==> src/rtl/alu_io_pkg.sv <==
`default_nettype none
// ============================================================================
// alu_io_pkg : shared word layout and serializer states for ALU result output
// Rev 1.0
// ============================================================================
package alu_io_pkg;

    localparam int RES_W    = 27;

    localparam int OUT1_LSB = 0;
    localparam int OUT2_LSB = 8;
    localparam int C1_BIT   = 16;
    localparam int C2_BIT   = 17;
    localparam int X_LSB    = 18;
    localparam int Y_BIT    = 26;

    typedef enum logic [1:0] {
        IDLE  = 2'd0,
        SHIFT = 2'd1,
        GAP   = 2'd2
    } ser_state_t;

endpackage
`default_nettype wire

==> src/rtl/alu_res_fifo.sv <==
`default_nettype none
// ============================================================================
// alu_res_fifo : synchronous FIFO holding packed ALU result words
// Rev 1.0
// ============================================================================
module alu_res_fifo #(
    parameter int WIDTH = 27,
    parameter int DEPTH = 4
) (
    input  logic                   clk,
    input  logic                   rst_n,
    input  logic                   push,
    input  logic [WIDTH-1:0]       wr_data,
    input  logic                   pop,
    output logic [WIDTH-1:0]       rd_data,
    output logic                   full,
    output logic                   empty,
    output logic [$clog2(DEPTH):0] count
);

    localparam int                 c_ptr_w   = $clog2(DEPTH);
    localparam logic [c_ptr_w:0]   c_depth   = (c_ptr_w + 1)'(DEPTH);
    localparam logic [c_ptr_w:0]   c_cnt_one = (c_ptr_w + 1)'(1);
    localparam logic [c_ptr_w-1:0] c_ptr_one = c_ptr_w'(1);

    logic [WIDTH-1:0]   r_mem [DEPTH];
    logic [c_ptr_w-1:0] r_wr_ptr;
    logic [c_ptr_w-1:0] r_rd_ptr;
    logic [c_ptr_w:0]   r_count;
    logic               w_do_push;
    logic               w_do_pop;

    assign full      = (r_count == c_depth);
    assign empty     = (r_count == '0);
    assign count     = r_count;
    assign rd_data   = r_mem[r_rd_ptr];
    assign w_do_push = push && !full;
    assign w_do_pop  = pop && !empty;

    // Pointers wrap naturally because DEPTH is a power of two.
    always_ff @(posedge clk or negedge rst_n) begin
        if (!rst_n) begin
            r_wr_ptr <= '0;
            r_rd_ptr <= '0;
            r_count  <= '0;
        end else begin
            if (w_do_push) r_wr_ptr <= r_wr_ptr + c_ptr_one;
            if (w_do_pop)  r_rd_ptr <= r_rd_ptr + c_ptr_one;
            case ({w_do_push, w_do_pop})
                2'b10:   r_count <= r_count + c_cnt_one;
                2'b01:   r_count <= r_count - c_cnt_one;
                default: r_count <= r_count;
            endcase
        end
    end

    always_ff @(posedge clk) begin
        if (w_do_push) r_mem[r_wr_ptr] <= wr_data;
    end

endmodule
`default_nettype wire

==> src/rtl/alu_result_serializer.sv <==
`default_nettype none
// ============================================================================
// alu_result_serializer : queues ALU result sets and shifts them out MSB-first
// Rev 1.0
// ============================================================================
module alu_result_serializer #(
    parameter int DEPTH = 4
) (
    input  logic                   wb_clk_i,
    input  logic                   wb_rst_n,
    input  logic                   in_valid,
    input  logic [7:0]             ALU_Out1,
    input  logic [7:0]             ALU_Out2,
    input  logic                   CarryOut1,
    input  logic                   CarryOut2,
    input  logic [7:0]             x,
    input  logic                   y,
    output logic                   in_ready,
    input  logic                   ser_en,
    output logic                   ser_dat,
    output logic                   ser_frame,
    output logic [$clog2(DEPTH):0] fifo_count,
    output logic                   overflow,
    input  logic                   ovf_clr
);
    import alu_io_pkg::*;

    localparam int                 c_cnt_w    = $clog2(RES_W);
    localparam logic [c_cnt_w-1:0] c_last_bit = c_cnt_w'(RES_W - 1);
    localparam logic [c_cnt_w-1:0] c_cnt_one  = c_cnt_w'(1);

    logic [RES_W-1:0]   w_word;
    logic [RES_W-1:0]   w_head;
    logic               w_full;
    logic               w_empty;
    logic               w_push;
    logic               w_pop;

    ser_state_t         r_state;
    logic [RES_W-1:0]   r_shreg;
    logic [c_cnt_w-1:0] r_bit_cnt;
    logic               r_ser_dat;
    logic               r_ser_frame;
    logic               r_overflow;

    always_comb begin
        w_word                   = '0;
        w_word[OUT1_LSB +: 8]    = ALU_Out1;
        w_word[OUT2_LSB +: 8]    = ALU_Out2;
        w_word[C1_BIT]           = CarryOut1;
        w_word[C2_BIT]           = CarryOut2;
        w_word[X_LSB +: 8]       = x;
        w_word[Y_BIT]            = y;
    end

    // Fullness is judged on the start-of-cycle count; a same-cycle pop never makes room.
    assign w_push = in_valid && !w_full;
    assign w_pop  = (r_state == IDLE) && !w_empty;

    alu_res_fifo #(
        .WIDTH (RES_W),
        .DEPTH (DEPTH)
    ) u_fifo (
        .clk     (wb_clk_i),
        .rst_n   (wb_rst_n),
        .push    (w_push),
        .wr_data (w_word),
        .pop     (w_pop),
        .rd_data (w_head),
        .full    (w_full),
        .empty   (w_empty),
        .count   (fifo_count)
    );

    always_ff @(posedge wb_clk_i or negedge wb_rst_n) begin
        if (!wb_rst_n) begin
            r_overflow <= 1'b0;
        end else if (in_valid && w_full) begin
            r_overflow <= 1'b1;
        end else if (ovf_clr) begin
            r_overflow <= 1'b0;
        end
    end

    always_ff @(posedge wb_clk_i or negedge wb_rst_n) begin
        if (!wb_rst_n) begin
            r_state     <= IDLE;
            r_shreg     <= '0;
            r_bit_cnt   <= '0;
            r_ser_dat   <= 1'b0;
            r_ser_frame <= 1'b0;
        end else begin
            case (r_state)
                IDLE: begin
                    if (!w_empty) begin
                        r_shreg     <= w_head;
                        r_bit_cnt   <= '0;
                        r_ser_dat   <= w_head[RES_W-1];
                        r_ser_frame <= 1'b1;
                        r_state     <= SHIFT;
                    end
                end
                SHIFT: begin
                    if (ser_en) begin
                        if (r_bit_cnt == c_last_bit) begin
                            r_ser_dat   <= 1'b0;
                            r_ser_frame <= 1'b0;
                            r_state     <= GAP;
                        end else begin
                            r_shreg   <= r_shreg << 1;
                            r_bit_cnt <= r_bit_cnt + c_cnt_one;
                            r_ser_dat <= r_shreg[RES_W-2];
                        end
                    end
                end
                // One idle-frame bit period lets the sink resynchronize between words.
                GAP: begin
                    if (ser_en) r_state <= IDLE;
                end
                default: begin
                    r_state     <= IDLE;
                    r_ser_dat   <= 1'b0;
                    r_ser_frame <= 1'b0;
                end
            endcase
        end
    end

    assign in_ready  = !w_full;
    assign ser_dat   = r_ser_dat;
    assign ser_frame = r_ser_frame;
    assign overflow  = r_overflow;

endmodule
`default_nettype wire
==> config.mk <==
export PLATFORM = sky130hd
export DESIGN_NAME = alu_result_serializer
export DESIGN_NICKNAME = d
export VERILOG_FILES = /design/src/rtl/alu_io_pkg.sv /design/src/rtl/alu_res_fifo.sv /design/src/rtl/alu_result_serializer.sv
export SDC_FILE = /design/constraint.sdc
export NUM_CORES = 1
export LEC_CHECK = 0
export ABC_AREA = 1
export BUFFER_PORTS_ARGS = -buffer_cell sky130_fd_sc_hd__buf_2
export CORE_MARGIN = 1.5
export CORE_UTILIZATION = 35
export CTS_CLUSTER_DIAMETER = 200
export CTS_CLUSTER_SIZE = 14
export DETAILED_ROUTE_END_ITERATION = 8
export SLEW_MARGIN = 30
export SYNTH_ARGS = -nofsm -noshare
export SYNTH_HDL_FRONTEND = slang
export SYNTH_HIERARCHICAL = 1
export SYNTH_SLANG_ARGS = --single-unit
==> constraint.sdc <==
create_clock -name wb_clk_i -period 7.5 [get_ports wb_clk_i]
set_clock_uncertainty 0.2 [all_clocks]
set_input_delay 0.75 -clock wb_clk_i [delete_from_list [all_inputs] [get_ports wb_clk_i]]
set_output_delay 0.75 -clock wb_clk_i [all_outputs]
set_load 0.03 [all_outputs]
==> results.yml, run 1 <==
status:
  run_status: "finished clean"
placement:
  post-dp-hpwl_mm: 7.18
  portBuffers: 38
  place_congestion: 0.716
  dp_cells: 909
drt:
  routedWlPerCell_um: 13.4
  antenna_left: 0
  num_vias: 4294
  drt_iter0_drc: 214
  vias_per_cell: 4.56
  routed_wl_mm: 12.6
  drt_first_pass_iters: 4
  drcViolationCount: 0
floorplan:
  initial_utilization_pct: 35.6
  die_area_sq_mm: 0.0198
  die_height_um: 141
  core-area_sq_mm: 0.0186
  fp-row-count: 50
  io_pins: 39
  dieWidth_um: 141
sta:
  setup_tns_ns: 0
  drv_slew: 0
  tightest_slew_ns: 0.811
  setup_viol_count_final: 0
  fmax_ghz: 0.406
  hold_ws_ns: 0.203
  fin_crit_sh_pct: 32.8
  fin_crit_ns: 2.46
  slew_headroom_pct: 45.9
  hold_viol_final: 0
  rsz0062_at_grt: "false"
global_routing:
  antenna_found_initial: 0
  grt_usage_pct: 14.0
  grt_pass1_wl_mm: 21.2
  grt_pass1_vias: 4202
  grt_overflow: 0
  grt_max_degree: 110
layout:
  syn_to_final_growth_pct: 13.9
  drive_above_1_share_pct: 13.4
  final_cell_mix: "286 x nand2_1, 108 x edfxtp_1, 83 x inv_1"
  seqCellArea_sq_mm: 0.00432
  fin_nets: 734
  fill_cells: 1817
  final_cell_count_no_fill: 941
  multi_input_area_sq_mm: 0.00186
  antenna_cells: 0
  layout_commonest_cell: "nand2_1"
clock_tree:
  cts_tree: "yes"
  cts_max_level: 4
  clkSinkCount: 151
  cts-root-buf: "clkbuf_16"
  cts_resized: 0
  hold_buffers: 0
  post_cts_buffers: 0
  max-clock-path-buffers: 2
  clk_latency_ns: 0.42
  numCtsBuffers: 17
  cts.clk_slew.worst_paths_ns: 0.06
setup_path:
  required_ns: 7.65
  crit_path_end_kind: "register"
  startpoint_type: "register"
  cp.arrival_ns: 2.61
  worstSetupPathType: "reg2reg"
  reg2reg_depth: 8
  crit_path_max_fanout: 31
power:
  p_switching_mw: 1.20
  p_comb_share_pct: 36.6
  pwr_density_cell_mw_per_mm2: 410
  seq_power_share_pct: 39.5
  pwr-share-clk_pct: 23.9
  power.internal_mw: 1.90
  sw_frac_of_total_pct: 38.8
  p_leak_nw: 3.45
  vdd_ir_drop_max_v: 0.000196
yosys:
  netlist_instances: 657
  synth_fp_nets: 697
  syn_area_per_cell_sq_um: 10.1
  ys_types: 23
  synth_seq_cells: 151
  ys_warn_count: 6
  synth_area_sq_mm: 0.00664
  ys_seq_area_share_pct: 65.0
min_path:
  min_path_type: "in2async"
job:
  maxCapViolCount: 0
routing by layer:
metal | part of all wire (%) | vias up | routed length (um) | GRT usage [%]
li1 | - | 2200 | - | -
met2 | 50 | 55 | 6300 | 23.4
met5 | 0 | - | 0 | 0
met1 | 46 | 2030 | 5790 | 17.3
met4 | 1.2 | 0 | 152 | 6.30
met3 | 2.9 | 9 | 363 | 3.36
area by class of cell:
cell class | count | area share (%)
clock buffers | 18 | 5.67
clock inverters | 14 | 1.14
inverters | 88 | 4.36
multi-input cells | 390 | 24.5
flip-flops and latches | 151 | 57.1
well taps | 234 | 3.87
repair buffers | 46 | 3.36
state kept, by name, indices dropped and copies added (netlist names):
name,count
ser_frame,1
overflow,1
r_shreg,26
u_fifo/r_wr_ptr,2
u_fifo/count,3
r_bit_cnt,5
r_state,2
ser_dat,1
u_fifo/r_mem,108
u_fifo/r_rd_ptr,2
worst paths after layout:
check / startpoint / endpoint / slack (ns)
setup / recovery: r_state[1] / r_shreg[10] / 5.04
hold / removal: wb_rst_n / overflow / 0.20
setup reg to reg: r_state[1] / r_shreg[10] / 5.04
hold reg to reg: r_shreg[17] / r_shreg[17] / 0.27
max in group asynchronous: wb_rst_n / r_shreg[5] / 6.50
min in group wb_clk_i: r_shreg[17] / r_shreg[17] / 0.27
Yosys cell counts:
library cell,number,area [sq um]
buf_1,1,3.75
buf_2,20,100
buf_4,3,22.5
buf_6,2,22.5
clkbuf_1,2,7.51
dfrtp_1,43,1080
edfxtp_1,108,3240
fa_1,1,20.0
ha_1,7,87.6
inv_1,83,312
inv_2,5,18.8
nand2_1,287,1080
nand3_1,14,70.1
nand4_1,2,12.5
nor2_1,17,63.8
nor2_2,1,6.26
nor3b_1,1,7.51
o211ai_1,44,330
o211ai_2,10,125
o21ai_0,3,15.0
o21bai_1,1,7.51
o22ai_1,1,6.26
xnor2_1,1,8.76
worst max-delay path: stages, from the launching register on:
cell     delay, ns
dfrtp_1       0.43
nor2_2        0.12
buf_4         0.31
inv_2         0.29
nor2_1        0.32
inv_2         0.06
nand2_2       0.44
nand2_1       0.12
nand2_1       0.08
power by group through the flow:
stage               Sequential (mW)  Combinational [mW]  Clock, mW
floorplan                      1.26               0.869          0
finish                         1.23                1.14      0.740
global route                   1.25                1.32      0.795
CTS                            1.23                1.16      0.761
global placement               1.24                1.14          0
detailed placement             1.24                1.16          0
cells by family (layout without fill, tap and decap cells):
family | Yosys count | in the layout | share of synthesized area [%]
buffers and inverters | 116 | 166 | 7.33
flip-flops | 151 | 151 | 65.0
AND/OR/NAND/NOR | 322 | 322 | 18.6
adder cells (fa/ha/maj) | 8 | 8 | 1.62
XOR/XNOR | 1 | 1 | 0.132
AO/OA/AOI/OAI | 59 | 59 | 7.29
metrics by stage:
step | cell area [sq um] | util [%] | total power, mW | worst slack [ns]
finish | 7570 | 40.6 | 3.10 | 5.04
global route | 7570 | 40.6 | 3.37 | 4.72
CTS | 7570 | 40.6 | 3.15 | 4.99
detailed placement | 7050 | 37.8 | 2.40 | 4.99
global placement | 7040 | 37.8 | 2.37 | 4.72
floorplan | 6640 | - | 2.13 | 4.54
No activity file was read; power rests on OpenSTA's default activity.
==> inputs of run 2 (changes only) <==
==> constraint.sdc (replaced) <==
create_clock -name wb_clk_i -period 2.2 [get_ports wb_clk_i]
set_clock_uncertainty 0.2 [all_clocks]
set_input_delay 0.22 -clock wb_clk_i [delete_from_list [all_inputs] [get_ports wb_clk_i]]
set_output_delay 0.22 -clock wb_clk_i [all_outputs]
set_load 0.03 [all_outputs]
==> run 2 against run 1 <==
  * First-iteration DRC count is 14% higher
  * Die area stayed put
  * Largest power group is now combinational cells
  * Non-clock buffer count is 41 higher
  * Largest cell class unchanged
  * Count of clock-buffer cells in the layout stayed put
  * Sequential power grew to 3.4 times the previous value
  * Critical path depth is 2 higher
==> results.yml, run 2 (synthesis results as in run 1) <==
status:
  run_status: "finished clean"
layout:
  fin_nets: 775
  fill_cells: 1750
  final_util_pct: 44.0
  final_cell_count_no_fill: 982
  regMostFlops: "u_fifo/r_mem"
  reg_top3: "u_fifo/r_mem x108, r_shreg x26, r_bit_cnt x5"
  final_cell_mix: "285 x nand2_1, 108 x edfxtp_1, 80 x inv_1"
  drive_above_1_share_pct: 15.5
  postLayoutCellArea_sq_mm: 0.00820
  multi_input_area_sq_mm: 0.00190
  largest_reg_flops: 108
  seqCellArea_sq_mm: 0.00432
  antenna_cells: 0
  syn_to_final_growth_pct: 23.4
  layout_commonest_cell: "nand2_1"
drt:
  drcViolationCount: 0
  routed_wl_mm: 12.4
  dr_wl_met3_um: 398
  drt_iter0_drc: 245
  vias_per_cell: 4.47
  wl_met1_mm: 5.79
  top_layer_used: "met4"
  num_vias: 4386
  drt_first_pass_iters: 4
  met2_wirelength_mm: 6.07
  antenna_left: 0
  routedWlPerCell_um: 12.7
power:
  pwr_density_cell_mw_per_mm2: 1390
  pwr-share-clk_pct: 25.2
  sw_frac_of_total_pct: 36.9
  seq_power_share_pct: 36.7
  power_mw: 11.4
  p_leak_nw: 3.70
  p_comb_share_pct: 38.1
  vdd_ir_drop_max_v: 0.000579
  power.internal_mw: 7.18
  p_switching_mw: 4.19
sta:
  setup_viol_count_final: 0
  drv_slew: 0
  hold_ws_ns: 0.140
  fin_crit_ns: 2.07
  fin_crit_sh_pct: 94.3
  tightest_slew_ns: 0.581
  slew_headroom_pct: 61.3
  rsz0062_at_grt: "true"
  fmax_ghz: 0.482
  hold_viol_final: 0
global_routing:
  grt_pass1_wl_mm: 21.1
  grt_overflow: 0
  grt_max_degree: 61
  antenna_found_initial: 0
  grt_usage_pct: 13.8
  grt_pass1_vias: 4240
placement:
  post-dp-hpwl_mm: 7.49
  portBuffers: 38
  dp_cells: 918
  place_area_sq_mm: 0.00728
  place_congestion: 0.747
setup_path:
  cp.arrival_ns: 2.21
  crit_path_end_kind: "register"
  required_ns: 2.34
  worstSetupPathType: "reg2reg"
  reg2reg_depth: 10
  r2r_slack_ns: 0.13
  startpoint_type: "register"
  crit_path_max_fanout: 5
floorplan:
  fp-row-count: 50
  initial_utilization_pct: 35.6
  io_pins: 39
  dieWidth_um: 141
  die_height_um: 141
  core-area_sq_mm: 0.0186
  die_area_sq_mm: 0.0198
clock_tree:
  clk_latency_ns: 0.42
  cts_max_level: 4
  post_cts_buffers: 0
  clkSinkCount: 151
  cts_tree: "yes"
  max-clock-path-buffers: 2
  cts-root-buf: "clkbuf_16"
  numCtsBuffers: 17
  cts.clk_slew.worst_paths_ns: 0.06
job:
  maxCapViolCount: 0
min_path:
  min_path_type: "in2async"
run 2: worst paths after layout:
kind / startpoint / to
worst max-delay path: u_fifo/count[0] / u_fifo/count[1]
worst max register to register: u_fifo/count[0] / u_fifo/count[1]
worst min register to register: r_shreg[16] / r_shreg[16]
worst min-delay path: wb_rst_n / overflow
min in group wb_clk_i: r_shreg[16] / r_shreg[16]
max in group asynchronous: wb_rst_n / r_shreg[22]
run 2: final cells by class:
class	instances	area share, %
Clock buffer	18	5.23
Clock inverter	14	1.94
Timing Repair Buffer	87	9.31
Multi-Input combinational cell	390	23.2
Tap cell	234	3.57
Sequential cell	151	52.7
Inverter	88	4.03
run 2: worst max-delay path, stage by stage, from the launching register on:
cell and delay (ns):
dfrtp_2 0.43, inv_2 0.10, nand3_2 0.12, inv_2 0.10, nor2_2 0.05, nand2_1 0.07, inv_1 0.05, ha_1 0.18
inv_1 0.11, fa_2 0.43, o21ai_0 0.16
run 2: power by group through the flow:
stage	logic (mW)	clock network [mW]	registers (mW)
after floorplan	3.04	0	4.28
after global placement	4.28	0	4.22
after detailed placement	4.34	0	4.23
after CTS	4.41	2.93	4.18
after global routing	4.99	3.06	4.26
final	4.33	2.87	4.18
run 2: metrics by stage:
| step | TNS (ns) | setup WS, ns |
|---|---|---|
| finish | 0 | 0.125 |
| global route | -0.0626 | -0.0463 |
| CTS | 0 | 0.0888 |
| detailed placement | 0 | 0.0902 |
| global placement | 0 | 0.163 |
| floorplan | 0 | 0.0418 |
run 2: metal layers:
layer / GRT usage, % / vias to the layer above
met5: 0 / -
li1: - / 2278
met1: 17.1 / 2031
met3: 3.57 / 10
met2: 23.2 / 67
met4: 5.04 / 0
run 2: what timing repair did:
action	4_1_cts	5_1_grt
endpoints found under the setup margin	0	2
resized for setup	0	4
hold buffers	32	0
endpoints found under the hold margin	134	0
==> inputs of run 3 (changes only) <==
--- a/config.mk
+++ b/config.mk
@@ -8,10 +8,12 @@
 export ABC_AREA = 1
 export BUFFER_PORTS_ARGS = -buffer_cell sky130_fd_sc_hd__buf_2
 export CORE_MARGIN = 1.5
-export CORE_UTILIZATION = 35
+export CORE_UTILIZATION = 55
+export CTS_BUF_LIST = sky130_fd_sc_hd__clkbuf_4 sky130_fd_sc_hd__clkbuf_8
 export CTS_CLUSTER_DIAMETER = 200
 export CTS_CLUSTER_SIZE = 14
 export DETAILED_ROUTE_END_ITERATION = 8
+export PLACE_DENSITY = 0.76
 export SLEW_MARGIN = 30
 export SYNTH_ARGS = -nofsm -noshare
 export SYNTH_HDL_FRONTEND = slang
==> run 3 against run 2 <==
  * Via count is 4.4% higher
  * Critical path depth is 2 higher
  * Sequential power is essentially flat
  * First-iteration DRC count shrank 3.7%
  * Non-clock buffer count grew 3
  * Register-to-register slack improved by 0.02 ns
==> results.yml, run 3 (synthesis results as in run 1) <==
clock_tree:
  clkSinkCount: 151
  clk_latency_ns: 0.44
  cts_max_level: 4
  cts-root-buf: "clkbuf_8"
  numCtsBuffers: 17
  max-clock-path-buffers: 2
  cts.clk_slew.worst_paths_ns: 0.08
  cts_tree: "yes"
setup_path:
  path_cells: "inv_2 > nand3_2 > inv_2 > nor2_4 > nand2_4 > ha_1 > inv_1 > fa_2 > inv_1 > nand2_1 > nand4_1 > nand2_1"
  worstSetupPathType: "reg2reg"
  reg2reg_to: "u_fifo/count[2]"
  required_ns: 2.34
  r2r_slack_ns: 0.14
  crit_path_max_fanout: 4
  cp.arrival_ns: 2.20
  crit_path_top_delay_cell: "dfrtp_2"
  timing.rr.start: "u_fifo/count[1]"
  startpoint_type: "register"
  cp_slowest_stage_delay_ns: 0.42
  reg2reg_depth: 12
  crit_path_end_kind: "register"
layout:
  antenna_cells: 0
  fin_nets: 778
  reg_top3: "u_fifo/r_mem x108, r_shreg x26, r_bit_cnt x5"
  final_cell_mix: "286 x nand2_1, 108 x edfxtp_1, 79 x inv_1"
  syn_to_final_growth_pct: 18.2
  final_cell_count_no_fill: 894
  layout_commonest_cell: "nand2_1"
  multi_input_area_sq_mm: 0.00190
  seqCellArea_sq_mm: 0.00432
  final_util_pct: 67.6
  fill_cells: 872
  drive_above_1_share_pct: 16.0
  largest_reg_flops: 108
  regMostFlops: "u_fifo/r_mem"
floorplan:
  die_area_sq_mm: 0.0127
  core-area_sq_mm: 0.0116
  dieWidth_um: 113
  fp-row-count: 39
  io_pins: 39
  initial_utilization_pct: 57.2
  die_height_um: 113
power:
  seq_power_share_pct: 40.0
  pwr-share-clk_pct: 19.1
  p_comb_share_pct: 40.9
  sw_frac_of_total_pct: 38.7
  power.internal_mw: 6.42
  pwr_density_cell_mw_per_mm2: 1330
  power_mw: 10.5
  vdd_ir_drop_max_v: 0.000723
  p_leak_nw: 3.61
  p_switching_mw: 4.06
drt:
  routed_wl_mm: 12.7
  drcViolationCount: 0
  antenna_left: 0
  drt_first_pass_iters: 5
  routedWlPerCell_um: 14.2
  vias_per_cell: 5.12
  num_vias: 4579
  drt_iter0_drc: 236
sta:
  fmax_ghz: 0.486
  hold_viol_final: 0
  slew_headroom_pct: 60.9
  rsz0062_at_grt: "true"
  drv_slew: 0
  setup_viol_count_final: 0
  fin_crit_ns: 2.06
  tightest_slew_ns: 0.587
  fin_crit_sh_pct: 93.5
global_routing:
  antenna_found_initial: 0
  grt_pass1_vias: 4678
  grt_pass1_wl_mm: 21.6
  grt_max_degree: 65
  grt_usage_pct: 21.9
  grt_overflow: 0
min_path:
  min_path_type: "in2async"
placement:
  portBuffers: 38
  post-dp-hpwl_mm: 7.53
  dp_cells: 829
  place_congestion: 0.781
job:
  maxCapViolCount: 0
status:
  run_status: "finished clean"
==> run 3: changes by cell type in the layout (fill, tap and decap cells not counted), moves of 2 or more <==
| cell | before | now |
|---|---|---|
| clkbuf_16 | 17 | 0 |
| clkbuf_8 | 0 | 17 |
| clkinv_4 | 3 | 0 |
| clkinv_2 | 1 | 3 |
| buf_4 | 7 | 13 |
| clkinvlp_4 | 3 | 1 |
| clkbuf_4 | 0 | 4 |
| buf_12 | 10 | 7 |
==> run 3: worst max path at each step <==
stage	from	endpoint	slack [ns]
floorplan	u_fifo/count[1]	u_fifo/count[2]	0.04
global placement	u_fifo/count[2]	u_fifo/count[2]	0.17
detailed placement	u_fifo/count[1]	u_fifo/count[2]	0.08
CTS	u_fifo/count[1]	u_fifo/count[2]	0.07
global route	u_fifo/count[1]	u_fifo/count[2]	-0.03
finish	u_fifo/count[1]	u_fifo/count[2]	0.14
==> run 3: repair_timing <==
action / in CTS / in global routing
hold endpoints to repair: 135 / 0
resized for setup: 0 / 6
setup endpoints to repair: 0 / 2
hold buffers: 32 / 0
setup buffers: 0 / 1
==> run 3: routing by layer <==
layer  GRT usage (%)  up-vias  share of wire (%)
met2            39.3       92                 52
met1            26.0     2184                 43
met4            8.33        0                1.8
met5               0        -                  0
li1                -     2282                  -
met3            4.82       21                3.9
==> run 3: final cells by class <==
cell class	instances	area share, %
Inverter	88	4.21
Clock inverter	11	1.35
Sequential cell	151	55.1
Tap cell	143	2.28
Multi-Input combinational cell	390	24.2
Clock buffer	21	3.36
Timing Repair Buffer	90	9.53
==> run 3: critical path, delay by kind of cell, from the launching register on <==
kind,cells,cell delay (ns)
flip-flops,1,0.42
AND/OR/NAND/NOR,6,0.47
buffers and inverters,4,0.35
adder cells (fa/ha/maj),2,0.50
==> run 3: through the flow <==
step / worst slack [ns] / cell area [sq um] / setup TNS (ns) / hold WS [ns]
final: 0.142 / 7850 / 0 / 0.112
after CTS: 0.0745 / 7830 / 0 / 0.115
after floorplan: 0.0418 / 6700 / 0 / -0.276
after global routing: -0.0334 / 7850 / -0.0334 / 0.158
after detailed placement: 0.0777 / 7140 / 0 / 0.0576
after global placement: 0.175 / 7140 / 0 / 0.0509
==> run 3: power groups by stage <==
stage	Combinational [mW]	Clock [mW]	Sequential, mW
5_1_grt	4.87	2.15	4.26
3_3_place_gp	4.08	0	4.21
4_1_cts	4.29	2.04	4.18
3_5_place_dp	4.22	0	4.24
2_1_floorplan	3.04	0	4.28
6_report	4.29	2.00	4.19
